===== config.mk =====
export PLATFORM = sky130hd
export DESIGN_NAME = alu_pipe
export DESIGN_NICKNAME = d
export VERILOG_FILES = /design/src/rtl/alu_pipe.sv
export SDC_FILE = /design/constraint.sdc
export NUM_CORES = 1
export LEC_CHECK = 0
export ABC_CLOCK_PERIOD_IN_PS = 3600
export CORE_MARGIN = 2
export CORE_UTILIZATION = 45
export DETAILED_ROUTE_END_ITERATION = 10
export GPL_TIMING_DRIVEN = 0
export PLACE_DENSITY = 0.65
export SLEW_MARGIN = 30
export SYNTH_ARGS = -nofsm -noshare
export SYNTH_HDL_FRONTEND = slang
export SYNTH_SLANG_ARGS = --single-unit
export TNS_END_PERCENT = 5

===== constraint.sdc =====
create_clock -name clk -period 3.6 [get_ports clk]
set_input_delay 0.72 -clock clk [delete_from_list [all_inputs] [get_ports clk]]
set_output_delay 0.72 -clock clk [all_outputs]
set_load 0.01 [all_outputs]

===== src/rtl/alu_pipe.sv =====
// -----------------------------------------------------------------------------
// alu_pipe -- two-stage pipelined ALU with valid/ready handshakes.
//
// Stage S1 registers the operands and opcode. Stage S2 registers the result,
// the compare marker (set_flags) and the compare outcome. Both stages stall
// independently, so a full pipeline sustains one beat per cycle. Beats with
// an unknown opcode still flow through with a zero result and are counted.
//
// Ports:
//   clk          clock, all state on the rising edge
//   rst_n        asynchronous active-low reset
//   in_valid     operand beat present
//   in_ready     block accepts a beat this cycle (combinational from out_ready)
//   in1, in2     signed operands, WIDTH bits
//   opcode       5-bit operation select
//   out_valid    result beat present
//   out_ready    consumer accepts the result this cycle
//   out          result, WIDTH bits
//   set_flags    result beat is a compare (qualified by out_valid)
//   flags        {lt, eq, gt} of the most recently consumed compare
//   illegal_cnt  saturating count of accepted illegal-opcode beats
//
// Parameters: WIDTH (even, >= 8), CNT_W (illegal counter width).
// Build option: define ALU_PIPE_SAT_EN to make ADD/ADDR/SUB/SUBR clamp to the
// signed range on overflow instead of wrapping.
// -----------------------------------------------------------------------------
module alu_pipe #(
  parameter int WIDTH = 16,
  parameter int CNT_W = 8
) (
  input  logic             clk,
  input  logic             rst_n,
  input  logic             in_valid,
  output logic             in_ready,
  input  logic [WIDTH-1:0] in1,
  input  logic [WIDTH-1:0] in2,
  input  logic [4:0]       opcode,
  output logic             out_valid,
  input  logic             out_ready,
  output logic [WIDTH-1:0] out,
  output logic             set_flags,
  output logic [2:0]       flags,
  output logic [CNT_W-1:0] illegal_cnt
);

  localparam int HALF = WIDTH / 2;
  localparam logic [WIDTH-1:0] SHAMT_LIM = WIDTH'(WIDTH);

  typedef enum logic [4:0] {
    OP_LL   = 5'b01010,
    OP_LH   = 5'b01011,
    OP_CMP  = 5'b00110,
    OP_CMPR = 5'b00111,
    OP_ADD  = 5'b10000,
    OP_ADDR = 5'b10001,
    OP_SUB  = 5'b10010,
    OP_SUBR = 5'b10011,
    OP_SHL  = 5'b10100,
    OP_SHR  = 5'b10101,
    OP_AND  = 5'b10110,
    OP_NOT  = 5'b10111,
    OP_OR   = 5'b11000,
    OP_XOR  = 5'b11001
  } op_e;

  function automatic logic op_legal(input logic [4:0] op);
    case (op)
      OP_LL, OP_LH, OP_CMP, OP_CMPR, OP_ADD, OP_ADDR, OP_SUB, OP_SUBR,
      OP_SHL, OP_SHR, OP_AND, OP_NOT, OP_OR, OP_XOR: return 1'b1;
      default:                                        return 1'b0;
    endcase
  endfunction

  // Pipeline state
  logic             s1_valid;
  logic [WIDTH-1:0] s1_in1;
  logic [WIDTH-1:0] s1_in2;
  logic [4:0]       s1_op;
  logic [2:0]       s2_cmp;

  // A stage may load when it is empty or its content leaves this cycle.
  logic adv1;
  logic adv2;

  assign adv2      = !out_valid || out_ready;
  assign adv1      = !s1_valid || adv2;
  assign in_ready  = adv1;

  // Arithmetic results, wrapping or clamping depending on the build.
  logic [WIDTH-1:0] add_res;
  logic [WIDTH-1:0] sub_res;

`ifdef ALU_PIPE_SAT_EN
  logic [WIDTH:0] add_ext;
  logic [WIDTH:0] sub_ext;

  // One guard bit of sign extension: overflow shows up as the two top bits
  // disagreeing, and the guard bit tells which direction it went.
  function automatic logic [WIDTH-1:0] sat_fix(input logic [WIDTH:0] ext);
    if (ext[WIDTH] != ext[WIDTH-1])
      return ext[WIDTH] ? {1'b1, {(WIDTH-1){1'b0}}} : {1'b0, {(WIDTH-1){1'b1}}};
    return ext[WIDTH-1:0];
  endfunction

  assign add_ext = {s1_in1[WIDTH-1], s1_in1} + {s1_in2[WIDTH-1], s1_in2};
  assign sub_ext = {s1_in1[WIDTH-1], s1_in1} - {s1_in2[WIDTH-1], s1_in2};
  assign add_res = sat_fix(add_ext);
  assign sub_res = sat_fix(sub_ext);
`else
  assign add_res = s1_in1 + s1_in2;
  assign sub_res = s1_in1 - s1_in2;
`endif

  // The arithmetic shift is kept in its own assignment so the signed operand
  // is not turned unsigned by a surrounding conditional expression.
  logic [WIDTH-1:0] shr_raw;
  logic             shamt_big;

  assign shr_raw   = $signed(s1_in1) >>> s1_in2;
  assign shamt_big = (s1_in2 >= SHAMT_LIM);

  logic [WIDTH-1:0] alu_res;
  logic             alu_sf;
  logic [2:0]       alu_cmp;

  always_comb begin
    // NOTE: every output gets a default first, so no opcode path can infer a latch.
    alu_res = '0;
    alu_sf  = 1'b0;
    alu_cmp = 3'b000;
    case (s1_op)
      OP_LL:           alu_res = {s1_in1[WIDTH-1:HALF], s1_in2[HALF-1:0]};
      OP_LH:           alu_res = {s1_in2[WIDTH-1:HALF], s1_in1[HALF-1:0]};
      OP_CMP, OP_CMPR: begin
        alu_sf  = 1'b1;
        alu_cmp = {$signed(s1_in1) <  $signed(s1_in2),
                   s1_in1 == s1_in2,
                   $signed(s1_in1) >  $signed(s1_in2)};
      end
      OP_ADD, OP_ADDR: alu_res = add_res;
      OP_SUB, OP_SUBR: alu_res = sub_res;
      OP_SHL:          alu_res = shamt_big ? '0 : (s1_in1 << s1_in2);
      OP_SHR:          alu_res = shamt_big ? {WIDTH{s1_in1[WIDTH-1]}} : shr_raw;
      OP_AND:          alu_res = s1_in1 & s1_in2;
      OP_NOT:          alu_res = ~s1_in1;
      OP_OR:           alu_res = s1_in1 | s1_in2;
      OP_XOR:          alu_res = s1_in1 ^ s1_in2;
      default:         alu_res = '0;
    endcase
  end

  // NOTE: sequential state uses non-blocking assignments so every register
  // samples pre-edge values regardless of statement order.
  always_ff @(posedge clk or negedge rst_n) begin
    if (!rst_n) begin
      // NOTE: data registers are reset as well, because out must read 0 and
      // flags/illegal_cnt must clear while rst_n is low.
      s1_valid    <= 1'b0;
      s1_in1      <= '0;
      s1_in2      <= '0;
      s1_op       <= '0;
      out_valid   <= 1'b0;
      out         <= '0;
      set_flags   <= 1'b0;
      s2_cmp      <= 3'b000;
      flags       <= 3'b000;
      illegal_cnt <= '0;
    end else begin
      if (adv1) begin
        s1_valid <= in_valid;
        if (in_valid) begin
          s1_in1 <= in1;
          s1_in2 <= in2;
          s1_op  <= opcode;
        end
      end

      if (adv2) begin
        out_valid <= s1_valid;
        if (s1_valid) begin
          out       <= alu_res;
          set_flags <= alu_sf;
          s2_cmp    <= alu_cmp;
        end
      end

      // Flags follow consumed compares only, not merely produced ones.
      if (out_valid && out_ready && set_flags)
        flags <= s2_cmp;

      if (in_valid && adv1 && !op_legal(opcode) && (illegal_cnt != '1))
        illegal_cnt <= illegal_cnt + CNT_W'(1);
    end
  end

endmodule


==> qor.txt, run 1 <==
Clock tree buffer depth = 2
ANT nets after route = 0
WHS = 0.303 ns
Total CTS buffers = 9
Final-layout fill cell count = 1444
Avg Inst Size Synth = 8.91 um^2
Fin area = 8440 um^2
Die W = 130 um
Post-Syn Nets = 892
Area grow syn2layout = 18.5%
Period utilization = 0.973
GRT Total Usage = 0.337
Non-Filler Instances = 1095
Dpl cell area = 8110 um^2
Detailed Routing Iterations Pass 1 = 7
Setup CP Type = register to register
Highest clock rate = 285 MHz
Vias per inst = 6.50
Fraction of registers with async set/reset = 1.00
Clock insertion delay at the later pin of the skew report = 0.35 ns
Worst slack at placement = -0.744 ns
TritonCTS clock tree = done
Ant diodes = 0
Post-route clock skew = 0.0102 ns
First-pass GRT wire length = 41900 um
Post-CTS Hold Fix Bufs = 0
Initial antenna violation count = 0
Number of max-cap violations = 0
Synth Warn # = 0
Row Count = 45
Status = completed
Vias in the first global route = 6811
Top_reg_cell synth = dfrtp_1
H-tree lvl count = 3
WL/cell = 25.3 um
Worst-Margin Slew = 0.969 ns
Fin. Hold Viols = 0
Initial core utilization = 0.465
Pleak = 3.49 nW
Hold Path Class = primary input to async pin
CORE AREA = 15300 um^2
Die Area = 16900 um^2
Worst-path maximum fanout = 19
Post-synth EDFFs = 0
Layout cell share with drive strength beyond 1 = 0.164
PD cells = 502 nW/um^2
Most frequent cells in the layout = dfrtp_1 (69), clkdlybuf4s50_1 (69), nor2_1 (57)
R2R Setup Slk = 0.1 ns
I/O Buffers = 70
Worst path required time = 3.83 ns
VDD IR max = 0.271 mV
Residual DRC count = 0
Period minus WS final = 3.50 ns
Final Power = 4.24 mW
Root Driver = clkbuf_16
Post-synthesis cell type count = 85
Chip Height = 130 um
Clock transition at path regs = 0.07 ns
Netlist Area Pre-Place = 7120 um^2
Final setup viols = 0
Worst EP arrival = 3.74 ns
Rel. slew slack = 0.351
Synth Instances = 800
Crit end category = register
Final net count = 971
Setup crit start kind = register
Slew Viols, Final = 0
Flops & latches, synth = 70
Setup slack after layout = 0.0955 ns
Placed Instances = 1082
IO Count = 71
Final wirelength = 27700 um
Via Count = 7122
GP Congestion = 1.03
Total gr overflow = 0
Unrepaired setup endpoints after global routing = false
Iteration-0 DRC Markers = 873
Post-synthesis sequential area ratio = 0.246
Largest net degree at the start of global routing = 39
CTS sink count = 70
DPL Wire Length = 21800 um
-- worst paths after layout --
| check | from | to | depth (start not counted) |
|---|---|---|---|
| max | s1_in2[1]$_DFFE_PN0P_ | out[7]$_DFFE_PN0P_ | 12 |
| min | rst_n | s1_in1[3]$_DFFE_PN0P_ | 1 |
| max reg2reg | s1_in2[1]$_DFFE_PN0P_ | out[7]$_DFFE_PN0P_ | 12 |
| min reg2reg | out[7]$_DFFE_PN0P_ | out[7]$_DFFE_PN0P_ | 2 |
| max in group asynchronous | rst_n | s1_in2[9]$_DFFE_PN0P_ | 2 |
| min in group clk | out[7]$_DFFE_PN0P_ | out[7]$_DFFE_PN0P_ | 2 |
-- what timing repair did --
action	in CTS	in global routing
cloned	0	0
buffers inserted	0	0
resized for setup	5	3
endpoints found under the setup margin	6	3
-- flip-flops by register name, summed over array words and instances, names as in the netlist --
| register | count |
|---|---|
| out | 16 |
| s1_in1 | 16 |
| s1_in2 | 16 |
| illegal_cnt | 8 |
| s1_op | 5 |
| flags | 3 |
| s2_cmp | 3 |
| out_valid | 1 |
| s1_valid | 1 |
| set_flags | 1 |
-- cell families after synthesis --
family                     Yosys count  synth area share
AOI/OAI and AO/OA                  221             0.224
xor gates and xnor gates            20            0.0246
adders and majority gates           51            0.0917
buffers and inverters              118            0.0717
DFF                                 70             0.246
muxes                               99             0.187
and+or+nand+nor                    221             0.156
-- power by group --
group          leakage [nW]  switching [mW]  internal (mW)
Sequential            0.873           0.189          0.904
Clock                 0.159           0.427          0.619
Combinational          2.46            1.23          0.873
-- through the flow --
step,util,setup TNS [ns]
global placement,0.528,-43.15
CTS,0.551,0
detailed placement,0.530,-1.50
global route,0.551,0
floorplan,-,0
finish,0.551,0
-- cell usage after synthesis (4+ instances only) --
master	instances	area (um^2)
dfrtp_1	70	1750
o211ai_1	14	105
o21ai_0	33	165
a22o_1	4	35.0
ha_1	49	613
a211o_1	4	35.0
and3_1	8	50.1
o21bai_1	7	52.6
a221o_1	6	60.1
nand2b_1	7	43.8
o2111ai_1	4	35.0
and2_1	5	31.3
mux4_2	22	495
mux2i_1	28	280
a21oi_1	43	215
a21o_1	7	52.6
or3_1	5	31.3
o21ai_1	7	35.0
buf_1	4	15.0
clkbuf_1	34	128
inv_1	50	188
mux2_2	48	541
xnor2_1	16	140
nand2_1	53	199
o2bb2ai_1	5	43.8
a221oi_1	11	96.3
a22oi_1	13	97.6
nor3_1	18	90.1
a31oi_1	12	75.1
nor2_1	57	214
nand4_1	10	62.6
nand3_1	25	125
buf_2	23	115
xor2_1	4	35.0
a211oi_1	8	60.1
nor2b_1	5	31.3
nor3b_1	4	30.0
-- critical path, stage by stage, from the launching register on --
cell and delay [ns]:
dfrtp_2 0.46, buf_4 0.18, buf_8 0.15, buf_6 0.23, inv_1 0.20, ha_1 0.39, a21o_1 0.21, a221o_1 0.36
o21ai_2 0.27, o21ai_0 0.16, xnor2_1 0.18, a2111oi_2 0.50, o21ai_1 0.09
-- metal layers --
layer  wire length (um)  track usage
met5                  0            0
met4               1200        0.146
met3               2500       0.0800
met2              12000        0.492
met1              12000        0.476
-- final cells by class --
cell class | count | area, um^2 | share of cell area
buffer | 64 | 310 | 0.0367
clock buffer | 9 | 225 | 0.0267
clock inverter | 7 | 105 | 0.0124
inverter | 51 | 191 | 0.0227
multi-input combinational | 612 | 4880 | 0.578
sequential | 70 | 1750 | 0.208
tap | 211 | 264 | 0.0313
timing repair buffer | 71 | 718 | 0.0850
Note: power is estimated with default switching activity, not from simulation.
==> inputs of run 2 (changes only) <==
--- a/config.mk
+++ b/config.mk
@@ -6,6 +6,7 @@
 export NUM_CORES = 1
 export LEC_CHECK = 0
 export ABC_CLOCK_PERIOD_IN_PS = 3600
+export CORE_ASPECT_RATIO = 1.25
 export CORE_MARGIN = 2
 export CORE_UTILIZATION = 45
 export DETAILED_ROUTE_END_ITERATION = 10
==> run 2 against run 1 <==
Die area about the same. Final cell count about the same. Critical endpoint is now s2_cmp[0]$_DFFE_PN0P_. Register-to-register slack better by 0.04 ns. Maximum frequency up 1.1%. Critical path type unchanged. Sequential cell count unchanged. Global-route usage down 1.2 points.
==> qor.txt, run 2 (synthesis gave the netlist of run 1 again) <==
Status = completed
Rel. slew slack = 0.339 (-0.0124)
Largest registers = out: 16 flops, s1_in1: 16 flops, s1_in2: 16 flops
Family with the most delay on the worst path = simple AND/OR/NAND/NOR gates
Period utilization = 0.963 (-0.0103)
I/O Buffers = 70 (unchanged)
PD cells = 490 nW/um^2 (-2.3%)
TritonCTS clock tree = done
VDD IR max = 0.322 mV (+19%)
Post-CTS Hold Fix Bufs = 0 (unchanged)
IO Count = 71 (unchanged)
Worst EP arrival = 3.69 ns (-0.05 ns)
Dpl cell area = 8120 um^2 (+0.11%)
Number of max-cap violations = 0 (unchanged)
Worst path required time = 3.82 ns (about the same)
Worst-path maximum fanout = 10 (-9)
Worst Path Buf+Inv = 3 (-1)
Total gr overflow = 0 (unchanged)
ANT nets after route = 0 (unchanged)
Residual DRC count = 0 (unchanged)
Largest net degree at the start of global routing = 44 (+13%)
Initial antenna violation count = 0 (unchanged)
Highest clock rate = 288 MHz (+1.1%)
Fin. Hold Viols = 0 (unchanged)
Slowest-stage cell, CP = or4b_1
Clock transition at path regs = 0.07 ns (about the same)
Most frequent cells in the layout = dfrtp_1 (70), clkdlybuf4s50_1 (69), nor2_1 (57)
DPL Wire Length = 20800 um (-4.4%)
WL/cell = 24.4 um (-3.7%)
Die W = 117 um (-10%)
Commonest non-fill, non-tap cell in the layout = dfrtp_1
Reg2reg start = s1_in1[8]$_DFFE_PN0P_
Worst-Margin Slew = 0.988 ns (+0.0185 ns)
Final-layout fill cell count = 1537 (+6.4%)
Slew Viols, Final = 0 (unchanged)
Final net count = 971 (unchanged)
Crit end category = register
Iteration-0 DRC Markers = 851 (-2.5%)
Post-route clock skew = 0.00989 ns (-0.000344 ns)
Total CTS buffers = 9 (unchanged)
Period minus WS final = 3.47 ns (-0.0372 ns)
Final core utilization = 0.542 (-0.00936)
Final wirelength = 26700 um (-3.6%)
Vias per inst = 6.39 (-1.7%)
CORE AREA = 15600 um^2 (+1.7%)
Setup CP Type = register to register
Area grow syn2layout = 18.5% (about the same)
Setup Fix Bufs, Post-CTS = 0 (unchanged)
Clock tree buffer depth = 2 (unchanged)
Ant diodes = 0 (unchanged)
CP peak stage delay = 0.63 ns (+0.13 ns)
CTS sink count = 70 (unchanged)
Detailed Routing Iterations Pass 1 = 6 (-1)
Die Area = 16900 um^2 (about the same)
Layout cell share with drive strength beyond 1 = 0.163 (-0.00113)
Pleak = 3.49 nW (about the same)
Clock insertion delay at the later pin of the skew report = 0.36 ns (about the same)
First-pass GRT wire length = 40300 um (-3.8%)
Root Driver = clkbuf_16
Fin area = 8440 um^2 (about the same)
Initial core utilization = 0.458 (-0.00763)
Unrepaired setup endpoints after global routing = true
Setup crit start kind = register
CP Launch Point = s1_in1[8]$_DFFE_PN0P_
Via Count = 7004 (-1.7%)
Row Count = 51 (+13%)
Hold Path Class = primary input to async pin
Chip Height = 145 um (+11%)
GP Congestion = 0.975 (-5.6%)
Vias in the first global route = 6704 (-1.6%)
Crit-path cells = clkbuf_1, inv_1, ha_1, buf_2, nor2_1, nand3_1, or4b_1, or3_2, nand2_1, o21ai_0
GRT Total Usage = 0.324 (-0.0125)
H-tree lvl count = 3 (unchanged)
Final setup viols = 0 (unchanged)
-- run 2: final timing paths --
path / end / slack, ns / depth (start not counted)
max reg2reg: s2_cmp[0]$_DFFE_PN0P_ / 0.13 / 10
min: out[2]$_DFFE_PN0P_ / 0.29 / 1
max in group asynchronous: s1_in2[6]$_DFFE_PN0P_ / 2.76 / 2
max: s2_cmp[0]$_DFFE_PN0P_ / 0.13 / 10
min reg2reg: out_valid$_DFFE_PN0P_ / 0.48 / 1
min in group clk: out_valid$_DFFE_PN0P_ / 0.48 / 1
-- run 2: repair_timing --
action / CTS / global route
endpoints found under the setup margin: 6 / 4
pin swaps: 0 / 1
resized for setup: 3 / 6
gates cloned: 0 / 0
-- run 2: final cells by class --
class / count / area (um^2) / share of cell area
clock buffer: 10 / 239 / 0.0283
sequential: 70 / 1750 / 0.208
clock inverter: 6 / 68.8 / 0.00815
timing repair buffer: 71 / 726 / 0.0860
multi-input combinational: 612 / 4890 / 0.579
tap: 212 / 265 / 0.0314
buffer: 64 / 312 / 0.0369
inverter: 51 / 191 / 0.0227
-- run 2: report_power, final --
group	switching [mW]	total, mW	internal, mW
registers	0.175	1.08	0.904
clock network	0.415	0.976	0.560
logic	1.21	2.08	0.873
-- run 2: metal layers --
layer  wire length [um]  vias up  track usage
met4               1220        0        0.142
met2              12600      367        0.520
met1              10800     3433        0.428
met5                  0        -            0
li1                   -     3140            -
met3               2100       64       0.0583
-- run 2: stage by stage --
step           setup slack [ns]  setup TNS (ns)  power (mW)  cells  hold WS [ns]
3_3_place_gp             -0.706          -49.75        3.10   1082         0.469
5_1_grt                 -0.0615         -0.0615        4.36   1096         0.331
6_report                  0.133               0        4.14   1096         0.291
2_1_floorplan             0.435               0        2.41    800         0.424
3_5_place_dp             -0.586           -1.01        3.10   1083         0.475
4_1_cts                   0.156               0        4.09   1097         0.312
